**config.mk**
```make
export PLATFORM = sky130hd
export DESIGN_NAME = a1csa_mp_sequencer
export DESIGN_NICKNAME = d
export VERILOG_FILES = /design/src/rtl/a1csa_mp_sequencer.sv
export SDC_FILE = /design/constraint.sdc
export NUM_CORES = 1
export LEC_CHECK = 0
export CELL_PAD_IN_SITES_DETAIL_PLACEMENT = 1
export CELL_PAD_IN_SITES_GLOBAL_PLACEMENT = 1
export CORE_MARGIN = 1
export CORE_UTILIZATION = 39
export CTS_BUF_LIST = sky130_fd_sc_hd__clkbuf_4 sky130_fd_sc_hd__clkbuf_8
export CTS_CLUSTER_DIAMETER = 80
export DETAILED_ROUTE_END_ITERATION = 8
export PLACE_DENSITY_LB_ADDON = 0.1
export SLEW_MARGIN = 20
export SYNTH_ARGS = -nofsm -noshare
export SYNTH_HDL_FRONTEND = slang
export SYNTH_SLANG_ARGS = --single-unit
```
**constraint.sdc**
```tcl
create_clock -name clk -period 4.5 [get_ports clk]
set_input_delay 0.9 -clock clk [delete_from_list [all_inputs] [get_ports clk]]
set_output_delay 0.9 -clock clk [all_outputs]
set_load 0.01 [all_outputs]
```
**src/rtl/a1csa_mp_sequencer.sv**
```systemverilog
// Multi-precision add sequencer: one 8-bit limb per cycle through a single a1csa8bits.
// Optional signed-overflow output enabled by defining A1CSA_SEQ_OVF_EN.

// 8-bit add-one carry-select adder: low nibble ripples, high nibble picks a+b or a+b+1.
// Latency: combinational.
// Backpressure: none.
module a1csa8bits (
  input  logic [7:0] a,
  input  logic [7:0] b,
  input  logic       cin,
  output logic [7:0] s,
  output logic       cout
);
  logic [4:0] lo;
  logic [4:0] hi0;
  logic [4:0] hi1;

  always_comb begin
    lo  = {1'b0, a[3:0]} + {1'b0, b[3:0]} + {4'b0000, cin};
    hi0 = {1'b0, a[7:4]} + {1'b0, b[7:4]};
    hi1 = hi0 + 5'd1;
    {cout, s} = lo[4] ? {hi1, lo[3:0]} : {hi0, lo[3:0]};
  end
endmodule

// Wide add sequenced over WORDS limbs with the carry held in a register between limbs.
// Latency: out_valid rises WORDS cycles after accept; minimum issue period WORDS+2.
// Backpressure: result held in DONE until out_ready; in_ready low outside IDLE.
module a1csa_mp_sequencer #(
  parameter int WORDS = 4
) (
  input  logic               clk,
  input  logic               rst,
  input  logic               in_valid,
  output logic               in_ready,
  input  logic               cin,
  input  logic [8*WORDS-1:0] a,
  input  logic [8*WORDS-1:0] b,
  output logic               out_valid,
  input  logic               out_ready,
  output logic [8*WORDS-1:0] s,
  output logic               cout
`ifdef A1CSA_SEQ_OVF_EN
  , output logic             ovf
`endif
);
  localparam int W  = 8 * WORDS;
  localparam int IW = (WORDS > 1) ? $clog2(WORDS) : 1;
  localparam logic [IW-1:0] LAST = IW'(WORDS - 1);

  typedef enum logic [1:0] {IDLE, RUN, DONE} state_t;

  state_t        state_q, state_d;
  logic [W-1:0]  a_q, a_d;
  logic [W-1:0]  b_q, b_d;
  logic [W-1:0]  s_q, s_d;
  logic [IW-1:0] idx_q, idx_d;
  logic          carry_q, carry_d;
  logic          cout_q, cout_d;
`ifdef A1CSA_SEQ_OVF_EN
  logic          ovf_q, ovf_d;
`endif

  logic [IW+2:0] sh;
  logic [7:0]    limb_a;
  logic [7:0]    limb_b;
  logic [7:0]    add_s;
  logic          add_co;

  assign sh     = {idx_q, 3'b000};
  assign limb_a = 8'(a_q >> sh);
  assign limb_b = 8'(b_q >> sh);

  a1csa8bits u_add (
    .a    (limb_a),
    .b    (limb_b),
    .cin  (carry_q),
    .s    (add_s),
    .cout (add_co)
  );

  always_comb begin
    state_d = state_q;
    a_d     = a_q;
    b_d     = b_q;
    s_d     = s_q;
    idx_d   = idx_q;
    carry_d = carry_q;
    cout_d  = cout_q;
`ifdef A1CSA_SEQ_OVF_EN
    ovf_d   = ovf_q;
`endif
    case (state_q)
      IDLE: begin
        if (in_valid) begin
          a_d     = a;
          b_d     = b;
          carry_d = cin;
          s_d     = '0;
          idx_d   = '0;
`ifdef A1CSA_SEQ_OVF_EN
          ovf_d   = 1'b0;
`endif
          state_d = RUN;
        end
      end
      RUN: begin
        // Splice this limb's sum into its byte lane, leaving the others untouched.
        s_d     = (s_q & ~(W'(8'hFF) << sh)) | (W'(add_s) << sh);
        carry_d = add_co;
        if (idx_q == LAST) begin
          cout_d  = add_co;
`ifdef A1CSA_SEQ_OVF_EN
          ovf_d   = (a_q[W-1] == b_q[W-1]) & (add_s[7] != a_q[W-1]);
`endif
          state_d = DONE;
        end else begin
          idx_d = idx_q + 1'b1;
        end
      end
      DONE: begin
        if (out_ready) begin
          state_d = IDLE;
        end
      end
      default: state_d = IDLE;
    endcase
  end

  always_ff @(posedge clk) begin
    if (rst) begin
      state_q <= IDLE;
      a_q     <= '0;
      b_q     <= '0;
      s_q     <= '0;
      idx_q   <= '0;
      carry_q <= 1'b0;
      cout_q  <= 1'b0;
`ifdef A1CSA_SEQ_OVF_EN
      ovf_q   <= 1'b0;
`endif
    end else begin
      state_q <= state_d;
      a_q     <= a_d;
      b_q     <= b_d;
      s_q     <= s_d;
      idx_q   <= idx_d;
      carry_q <= carry_d;
      cout_q  <= cout_d;
`ifdef A1CSA_SEQ_OVF_EN
      ovf_q   <= ovf_d;
`endif
    end
  end

  assign in_ready  = (state_q == IDLE);
  assign out_valid = (state_q == DONE);
  assign s         = s_q;
  assign cout      = cout_q;
`ifdef A1CSA_SEQ_OVF_EN
  assign ovf       = ovf_q;
`endif
endmodule

```
* Yosys cells after proc, flatten, opt, wreduce, memory -nomap -nowiden
Index checks and enable logic that the tools add are counted.
** Operators by class
- Multipliers :: 0
- $lt $le $gt $ge :: 0
- $add $sub $neg :: 5
- Divide/modulo/power cells :: 0
- Equality and inequality tests :: 7
- Shift-type cells :: 4
- Reductions and logical operators :: 7
- Mux-type cells :: 12
- Bitwise gates (word level) :: 3
** Operators with widths (number)
- $pmux W32 S2 :: 1
- $shr A32 B5 Y8 :: 2
- $and A32 B32 Y32 :: 1
- $mux W32 :: 1
- $not A32 Y32 :: 1
- $or A32 B32 Y32 :: 1
- $shl A8 B5 Y32 :: 1
- $shl A8 B5 Y32 const A :: 1
- $add A4 B4 Y5 :: 2
- $mux W2 :: 5
- $mux W9 :: 1
- $ne A2 B2 Y1 const B :: 3
- $pmux W2 S3 :: 1
- $reduce_and A2 Y1 :: 3
- $reduce_and A3 Y1 :: 2
- $add A5 B1 Y5 :: 1
- $add A5 B1 Y5 const B :: 1
- $eq A2 B2 Y1 const B :: 2
- $pmux W2 S2 :: 1
- $add A2 B1 Y2 const B :: 1
- $eq A2 B1 Y1 const B :: 1
- $logic_not A2 Y1 :: 1
- $ne A2 B1 Y1 const B :: 1
- $pmux W1 S2 :: 1
- other kinds (2) :: 2
** Word-level totals
- Bits in read-only memories :: 0
- Bits in latches :: 0
- Input port bits :: 69
- Memories :: 0
- Register bits after elaboration :: 102
- Bits in writable memories :: 0

* Depth between registers and ports, before layout
Gate-level depths: netlist (run 1).
- Word-level depth :: 7
- Gate-level depth with buffers :: 11
- Mapped depth without buffers :: 10

* By module
A second synthesis (run 1) with hierarchy kept.
** Unflattened totals
- Cell total of the unflattened synthesis :: 466
- Area, all modules :: 4388.0 sq um
** By module, submodules not included
- a1csa_mp_sequencer :: cells an instance 415, times used 1, sequential area each 2042.0 sq um, area an instance 3997.6 sq um
- a1csa8bits :: cells an instance 51, times used 1, sequential area each 0.0 sq um, area an instance 390.4 sq um

* Worst setup path after synthesis (run 1)
Ideal clock, no wire load.
- Path kind :: register to register
- Start point :: register idx_q[0]
- End point :: register s_q[28], in the netlist s[28]
- Clock period less this slack :: 3.309 ns
- Setup slack :: 1.191 ns
- Buffers on the path :: 2
- Arrival :: 3.239 ns
- Data required time :: 4.430 ns
- Library setup time :: 0.070 ns
- Cell stages (with the launch flop) :: 10
- Cell sequence :: dfxtp_1 -> buf_2 -> buf_2 -> mux4_2 -> fa_1 -> fa_1 -> nand3_4 -> a21oi_1 -> or3b_2 -> a21oi_1
** Between the ends
- Word-level cells in the longest chain between the ends :: 7
** RTL lines
- start, declared :: RTL line 57 : logic [IW-1:0] idx_q, idx_d;
- start signal, assigned :: RTL line 147 : idx_q <= idx_d;
- $shr A32 B5 Y8 (on tied branches) :: RTL line 71, 72
- $add A4 B4 Y5 (on tied branches) :: RTL line 20, 19
- $add A5 B1 Y5 (on tied branches) :: RTL line 21, 19
- $mux W9 :: RTL line 22 : {cout, s} = lo[4] ? {hi1, lo[3:0]} : {hi0, lo[3:0]};
- $shl A8 B5 Y32 :: RTL line 109 : s_d = (s_q & ~(W'(8'hFF) << sh)) | (W'(add_s) << sh);
- $or A32 B32 Y32 * :: RTL line 109
- $pmux W32 S2 * :: RTL line 93 : case (state_q)
- end signal, assigned :: RTL line 135 : s_q <= '0;
- end signal, assigned :: RTL line 146 : s_q <= s_d;
- end, declared :: RTL line 56 : logic [W-1:0] s_q, s_d;
Every way passes the cells marked *; elsewhere a longest branch is shown, timed or not.
A chain may end at the register's enable or synchronous reset.

* Worst setup path after layout (run 1)
Same ends and word-level chain as after synthesis.

==> results, run 1 <==
- The detail route stage leaves a number of antenna-violating nets equal to 0.
- Walking the worst path, the cells encountered are buf_4 -> mux4_2 -> fa_1 -> fa_1 -> nand3_4 -> a21oi_1 -> or3b_2 -> a21oi_1.
- STA classifies the critical path startpoint as a flip-flop.
- After detailed routing, the number of vias per cell comes to 5.31.
- For the worst setup path, the data arrival time is 3870 ps.
- The worst register-to-register path has a depth of 8.
- The number of enable-type register cells in the synthesized netlist is 0.
- The category of the most critical setup path is flip-flop to flip-flop.
- No sink is reached through more buffers than the 2 on the longest clock path.
- The maximum clock frequency is 279 MHz.
- The detailed-placement wirelength estimate is 9210 um.
- In this run the worst hold path is classified as flip-flop to flip-flop.
- The DRC violation total after the first TritonRoute iteration is 139.
- The peak supply drop is 0.208 mV.
- Dividing the detail-routed wire length by the instance count gives 16.4 um.
- The initial antenna violation count is 0.
- Setup repair after global routing left no endpoint under its margin.
- The share of total power dissipated in the clock network is 0.294.
- Tracing the worst setup path back leads to its startpoint at idx_q[0]$_SDFFE_PP0P_.
- The insertion delay of the later-clocked pin in the worst-skew pair is 370 ps.
- The first detailed-routing pass ran for 4 iterations.
- The number of slew-limit violations in the final report is 0.
- The initialized floorplan defines 39 standard-cell rows.
- The transition time of the tightest slew-check pin is 917 ps.
- Of the total power, the share spent switching nets is 0.279.
- The remaining design rule violation count is 0.
- The CTS root buffer is sky130_fd_sc_hd__clkbuf_8.
- The initial core utilization is 0.401.
- The worst setup path is captured at a flip-flop.
- In this run the most critical hold path is launched from s[21]$_SDFFE_PP0P_.
- Relative to the synthesized area, the layout overhead comes to 28.4%.
- Of the cells placed in the final design, the portion with a size suffix greater than 1 is 0.0837.
- After synthesis, the netlist uses 51 different library cells.
- The normalized max-slew margin is 0.389.
- In this run the number of cells on the critical path is 8.
- In this run, post-CTS hold repair placed 0 buffers.
- The switching power of the nets is 0.513 mW.
- The clock period minus final worst setup slack is 3580 ps.
- In this run the top signal layer used is met4.
- The core region is 11400 sq um.
- Adding up every negative setup slack in the final design gives 0 ps.
- The cell count of the worst hold path is 2.
- The overall power is 1.84 mW.
- The leakage power of the design is 2.07 nW.
- The total wire length after detailed routing is 12300 um.
- The die is 110 um tall.
- The number of nets handed over by synthesis was 602.
- The CTS buffer count is 9.
- The final hold violation count was 0.
- In this run the tool buffered the top-level ports with 103 buffer cells.
- Clock skew on the completed layout was measured at 7.01 ps.
- The power per cell area is 313 nW/um^2.
- The length of routed met2 wiring is 6110 um.
- From left edge to right edge, the die measures 110 um.
- The final RePlAce weighted congestion is 0.788.
- For this run, the share of the core covered by cells in the final layout is 0.515.
- For this block, the via count after detailed routing is 3994.
- Clock-pin slew was measured on the worst setup and hold paths at 90 ps.
- The cell with the biggest individual delay on the critical path is sky130_fd_sc_hd__dfxtp_1.
- In this run the number of H-tree levels came out at 3.
- The mapped netlist covers 4570 sq um.
- The proportion of synthesized chip area in sequential cells is 0.446.
- The wire length on met3 is 426 um.
- The TritonCTS clock tree is built.
- In this run the count of I/O pins placed on the die edge is 104.
- The gate count of the mapped netlist is 518.
- The number of buffer and inverter stages on the critical path is 1.
- The data required time of the worst path is 4790 ps.
- For this run, the post-layout net count is 689.
- Dividing the final minimum period by the clock period gives 0.795.
- In this run the mean area of a mapped cell was 8.83 sq um.
- The number of flip-flops and latches in the synthesized netlist is 102.
- The first global-routing pass estimated 19500 um of wire.
- The count of warnings emitted by yosys is 0.
- The total global routing track utilization is 0.213.
- The aggregate global routing overflow is 0.
- The kind of cell with the highest combined delay along the critical path is adder cells.
- The total die area is 12200 sq um.
- The wire length on met1 is 5550 um.
- The delay contributed by the slowest stage of the critical path is 860 ps.
- The source of the worst register-to-register timing path is idx_q[0]$_SDFFE_PP0P_.
- The internal power is 1.33 mW.
- Of the total power, registers draw 0.532.
- The share of async-settable or async-resettable flops after synthesis is 0.
- The commonest register cell after synthesis is sky130_fd_sc_hd__dfxtp_1.
- The number of buffers added for setup after CTS is 0.
- The final setup violation count is 0.
- In this run, post-CTS repair resized a total of 0 instances.
- The run finished with clean final reports.
- Max-cap violations in this run came to 0.
- Entering global routing, the biggest net connects 66 pins.
- The count of antenna diodes in the layout is 0.
- The clock sink total is 102.
- The via count of the first global-routing pass is 3955.
- The fraction of power consumed by combinational cells is 0.174.
- The maximum fanout encountered on the critical timing path is 14.
## area by class of cell
cell class                      instances  area, sq um
Multi-Input combinational cell        375         2380
Clock inverter                          3         18.8
Tap cell                              143          179
Inverter                                9         33.8
Sequential cell                       102         2040
Fill cell                            1386         5540
Timing Repair Buffer                  108         1060
Clock buffer                           12          159
## path summary, 6_finish.rpt
check,to,slack (ps)
worst min register to register,s[21]$_SDFFE_PP0P_,460
worst max-delay path,s[28]$_SDFFE_PP0P_,920
worst max register to register,s[28]$_SDFFE_PP0P_,920
worst min-delay path,s[21]$_SDFFE_PP0P_,460
## cells by family after synthesis
kind of cell / share of synthesized area
AOI/OAI and AO/OA: 0.170
adders and majority gates: 0.0460
xor gates and xnor gates: 0.00930
and+or+nand+nor: 0.210
muxes: 0.0812
buffers and inverters: 0.0366
DFF: 0.446
## sequential cells by signal, summed over array words and instances (netlist names)
| signal | cells |
|---|---|
| a_q | 32 |
| b_q | 32 |
| carry_q | 1 |
| cout | 1 |
| idx_q | 2 |
| s | 32 |
| state_q | 2 |
## routing by layer
layer	vias to the layer above	track usage
met1	1927	0.266
met3	19	0.0517
met4	0	0.0620
li1	1970	-
met2	78	0.362
met5	-	0
## power groups by stage
stage          registers [mW]  clock network, mW  logic, mW
6_report                0.979              0.541      0.321
2_1_floorplan           0.984                  0      0.200
3_3_place_gp            0.998                  0      0.313
4_1_cts                 0.979              0.560      0.324
3_5_place_dp             1.00                  0      0.322
5_1_grt                 0.985              0.598      0.350
## metrics by stage
step / area, sq um / hold slack [ps] / instances / worst slack [ps]
floorplan: 4570 / 433 / 518 / 1190
finish: 5880 / 461 / 752 / 922
detailed placement: 5690 / 450 / 737 / 904
global route: 5880 / 481 / 752 / 672
CTS: 5870 / 462 / 752 / 885
global placement: 5690 / 441 / 737 / 1020
## synth_stat cells (3+ instances only)
library cell / instances / area share
sky130_fd_sc_hd__mux4_2: 16 / 0.079
sky130_fd_sc_hd__dfxtp_1: 102 / 0.45
sky130_fd_sc_hd__nand2_1: 143 / 0.12
sky130_fd_sc_hd__a31oi_1: 5 / 0.0068
sky130_fd_sc_hd__o211ai_1: 11 / 0.018
sky130_fd_sc_hd__nor2_1: 22 / 0.018
sky130_fd_sc_hd__buf_2: 11 / 0.012
sky130_fd_sc_hd__o21ai_0: 4 / 0.0044
sky130_fd_sc_hd__and3_1: 3 / 0.0041
sky130_fd_sc_hd__a32o_1: 4 / 0.0088
sky130_fd_sc_hd__nand2b_1: 4 / 0.0055
sky130_fd_sc_hd__ha_1: 12 / 0.033
sky130_fd_sc_hd__clkbuf_1: 20 / 0.016
sky130_fd_sc_hd__a21oi_1: 83 / 0.091
sky130_fd_sc_hd__nand3_1: 14 / 0.015
sky130_fd_sc_hd__fa_1: 3 / 0.013
sky130_fd_sc_hd__inv_1: 8 / 0.0066
sky130_fd_sc_hd__a22oi_1: 13 / 0.021
## cells in the final DEF (no fill, tap or decap), types with 4 or more instances in the layout
master	count
sky130_fd_sc_hd__dfxtp_1	101
sky130_fd_sc_hd__a21oi_1	83
sky130_fd_sc_hd__clkbuf_8	11
sky130_fd_sc_hd__buf_4	5
sky130_fd_sc_hd__clkdlybuf4s50_1	102
sky130_fd_sc_hd__nor2_1	22
sky130_fd_sc_hd__a31oi_1	5
sky130_fd_sc_hd__a22oi_1	13
sky130_fd_sc_hd__mux4_2	16
sky130_fd_sc_hd__a32o_1	4
sky130_fd_sc_hd__o211ai_1	11
sky130_fd_sc_hd__ha_1	12
sky130_fd_sc_hd__o21ai_0	4
sky130_fd_sc_hd__nand3_1	14
sky130_fd_sc_hd__nand2b_1	4
sky130_fd_sc_hd__nand2_1	142
sky130_fd_sc_hd__inv_1	8
## tightest hold or removal path: cells and delay by family (launching register included)
kind	cells	cell delay [ps]
AOI/OAI and AO/OA	1	50
and+or+nand+nor	1	50
DFF	1	320
Power figures use the tool's default switching activity.
==> run 2: changes to the inputs <==
CORE_UTILIZATION = 35   (was 39)
clock period = 3.02 ns   (was 4.5 ns; I/O delays follow)
==> run 2 against run 1 <==
Die area rose by 11%; cell count up 6.0%; via count rose by 1.7%; total power increased by 59%; worst hold slack worse by 2.2 ps; setup slack got worse by 850 ps; non-clock buffer count is 16 higher.
==> results, run 2 (same netlist as run 1, synthesis figures left out) <==
- The flow ran to the end, and the final reports show no timing, DRC or antenna violations.
- The number of top-level pins is 104 (unchanged).
- The clock sink total is 102 (unchanged).
- The DRC violation total after the first TritonRoute iteration is 145 (+4.3%).
- The maximum buffer depth of the clock tree came to 2 (unchanged).
- The arrival time reported for the critical path endpoint is 3250 ps (-620 ps).
- The final worst setup slack was 72.5 ps (-850 ps).
- In the layout the commonest cells are 142 x sky130_fd_sc_hd__nand2_1, 102 x sky130_fd_sc_hd__clkdlybuf4s50_1, 100 x sky130_fd_sc_hd__dfxtp_1.
- The post-route clock skew is 9.69 ps (+2.68 ps).
- Setup repair after global routing could not meet its margin everywhere.
- The number of detailed-route iterations in the first pass was 4 (unchanged).
- The destination of the worst register-to-register timing path is cout$_SDFFE_PP0P_.
- The via count normalized by instance count is 5.09 (-4.1%).
- The height of the chip is 116 um (+5.5%).
- The quantity of I/O buffers inserted on ports was 103 (unchanged).
- The final setup violation count was 0 (unchanged).
- The worst-case register-to-register setup slack came to 70 ps (-850 ps).
- The total global routing track utilization is 0.206 (-0.00713).
- The via count of the first global-routing pass was 4165 (+5.3%).
- The TritonCTS clock tree is built.
- The maximum clock frequency is 339 MHz (+21%).
- The core footprint is 12700 sq um (+11%).
- The category of the most critical setup path is flip-flop to flip-flop.
- The maximum fanout encountered on the critical timing path is 6 (-8).
- The CTS buffer count was 9 (unchanged).
- The clock slew seen by the registers of the worst setup and hold paths is 100 ps (about the same).
- The fraction of the core area covered by cells at the end of the flow is 0.482 (-0.0326).
- The switching share of power is 0.269 (-0.0102).
- Compared with the post-synthesis result, the final layout area differs by 33.5%.
- The CTS root buffer is sky130_fd_sc_hd__clkbuf_8.
- The leakage power of the design is 2.16 nW (+4.2%).
- The detailed-placement wirelength estimate came to 9900 um (+7.4%).
- The internal power is 2.14 mW (+61%).
- The source of the worst register-to-register timing path is idx_q[0]$_SDFFE_PP0P_.
- The pin count of the biggest net entering global routing is 57 (-14%).
- The initial antenna violation count is 0 (unchanged).
- The insertion delay of the later-clocked pin in the worst-skew pair is 370 ps (about the same).
- The standard-cell row count is 41 (+5.1%).
- Following the worst setup path forward leads to its endpoint at cout$_SDFFE_PP0P_.
- The count of antenna diodes in the layout is 0 (unchanged).
- The number of slew-limit violations in the final report is 0 (unchanged).
- In this run the worst setup path begins at idx_q[0]$_SDFFE_PP0P_.
- The detailed-route via count came to 4060 (+1.7%).
- The transition time of the tightest slew-check pin is 926 ps (+9.56 ps).
- The worst setup path is captured at a flip-flop.
- The die width came to 116 um (+5.5%).
- The global-route wire length before repair came to 21300 um (+9.1%).
- The cts-stage hold buffer count was 0 (unchanged).
- The data required time of the worst path came to 3320 ps (-1470 ps).
- The mean routed wirelength per cell is 16.4 um (+0.26%).
- The worst setup path is launched from a flip-flop.
- The share of cells above drive strength 1 is 0.115 (+0.0315).
- The number of cells on the worst reg-to-reg path came to 10 (+2).
- The final hold violation count came to 0 (unchanged).
- The total die area came to 13500 sq um (+11%).
- The initial core utilization came to 0.361 (-0.0396).
- The overall power is 2.93 mW (+59%).
- The share of power burned in registers is 0.497 (-0.035).
- The cell count of the worst hold path is 2 (unchanged).
- The clock period minus final worst setup slack is 2950 ps (-630 ps).
- The layout net count is 705 (+2.3%).
- The most common cell after layout, fill and taps aside is sky130_fd_sc_hd__nand2_1.
- The remaining design rule violation count is 0 (unchanged).
- The remaining antenna violation count after routing is 0 (unchanged).
- The power share of the clock group is 0.325 (+0.031).
- The post-route clock period utilization is 0.976 (+0.181).
- The max-capacitance violation count is 0 (unchanged).
- The number of levels in the clock H-tree came to 3 (unchanged).
- The normalized max-slew margin is 0.382 (-0.00637).
- The power per cell area is 479 nW/um^2 (+53%).
- The pre-CTS setup slack is -97.8 ps (-1000 ps).
- The peak supply drop is 0.166 mV (-20%).
- The total wire length after detailed routing is 13100 um (+6.3%).
- The aggregate global routing overflow is 0 (unchanged).
- The fraction of power consumed by combinational cells was 0.178 (+0.004).
- In this run the worst hold path is classified as flip-flop to flip-flop.
- The switching power of the nets came to 0.787 mW (+53%).
- The final RePlAce weighted congestion was 0.785 (-0.38%).
-- run 2: power by group through the flow --
| stage | combinational, mW | sequential (mW) | clock (mW) |
|---|---|---|---|
| global route | 0.575 | 1.46 | 1.03 |
| floorplan | 0.301 | 1.47 | 0 |
| finish | 0.521 | 1.45 | 0.952 |
| detailed placement | 0.517 | 1.49 | 0 |
| CTS | 0.521 | 1.45 | 0.981 |
| global placement | 0.504 | 1.48 | 0 |
-- run 2: layout make-up --
cell class / instances / area, sq um
Sequential cell: 102 / 2050
Multi-Input combinational cell: 375 / 2380
Fill cell: 1483 / 6560
Clock buffer: 10 / 138
Inverter: 9 / 33.8
Timing Repair Buffer: 124 / 1210
Clock inverter: 5 / 81.3
Tap cell: 172 / 215
-- run 2: worst min-delay path by stage --
stage | start | to
CTS | a_q[16]$_SDFFE_PP0P_ | a_q[16]$_SDFFE_PP0P_
detailed placement | a_q[16]$_SDFFE_PP0P_ | a_q[16]$_SDFFE_PP0P_
floorplan | a_q[16]$_SDFFE_PP0P_ | a_q[16]$_SDFFE_PP0P_
global route | a_q[18]$_SDFFE_PP0P_ | a_q[18]$_SDFFE_PP0P_
finish | a_q[16]$_SDFFE_PP0P_ | a_q[16]$_SDFFE_PP0P_
global placement | a_q[3]$_SDFFE_PP0P_ | a_q[3]$_SDFFE_PP0P_
-- run 2: what timing repair did --
item                                   in CTS  in global routing
gates resized for setup                     1                  9
pin swaps                                   0                  3
endpoints found under the hold margin       0                  0
setup buffers                               0                  3
setup endpoints to repair                   4                  9
-- run 2: routing by layer --
layer,routed length (um),vias up,global-route usage,share of wire
li1,-,2005,-,-
met1,6080,1949,0.265,0.46
met2,6360,91,0.354,0.49
met3,414,15,0.0244,0.032
met4,233,0,0.0744,0.018
met5,0,-,0,0
-- run 2: critical path, stage by stage, from the launching register on --
cell	delay (ps)
sky130_fd_sc_hd__dfxtp_4	420
sky130_fd_sc_hd__mux4_2	520
sky130_fd_sc_hd__ha_2	200
sky130_fd_sc_hd__inv_1	80
sky130_fd_sc_hd__fa_1	450
sky130_fd_sc_hd__inv_2	70
sky130_fd_sc_hd__ha_1	140
sky130_fd_sc_hd__inv_1	50
sky130_fd_sc_hd__a211o_1	310
sky130_fd_sc_hd__or4_1	430
sky130_fd_sc_hd__o211ai_1	210
-- run 2: metrics by stage --
stage	TNS, ps	hold slack, ps	instance area, sq um	std cells
final	0	458	6110	797
after global routing	-40.0	479	6110	797
after CTS	0	460	6060	794
after detailed placement	-211	447	5840	779
after global placement	0	441	5840	779
after floorplan	0	433	4590	518
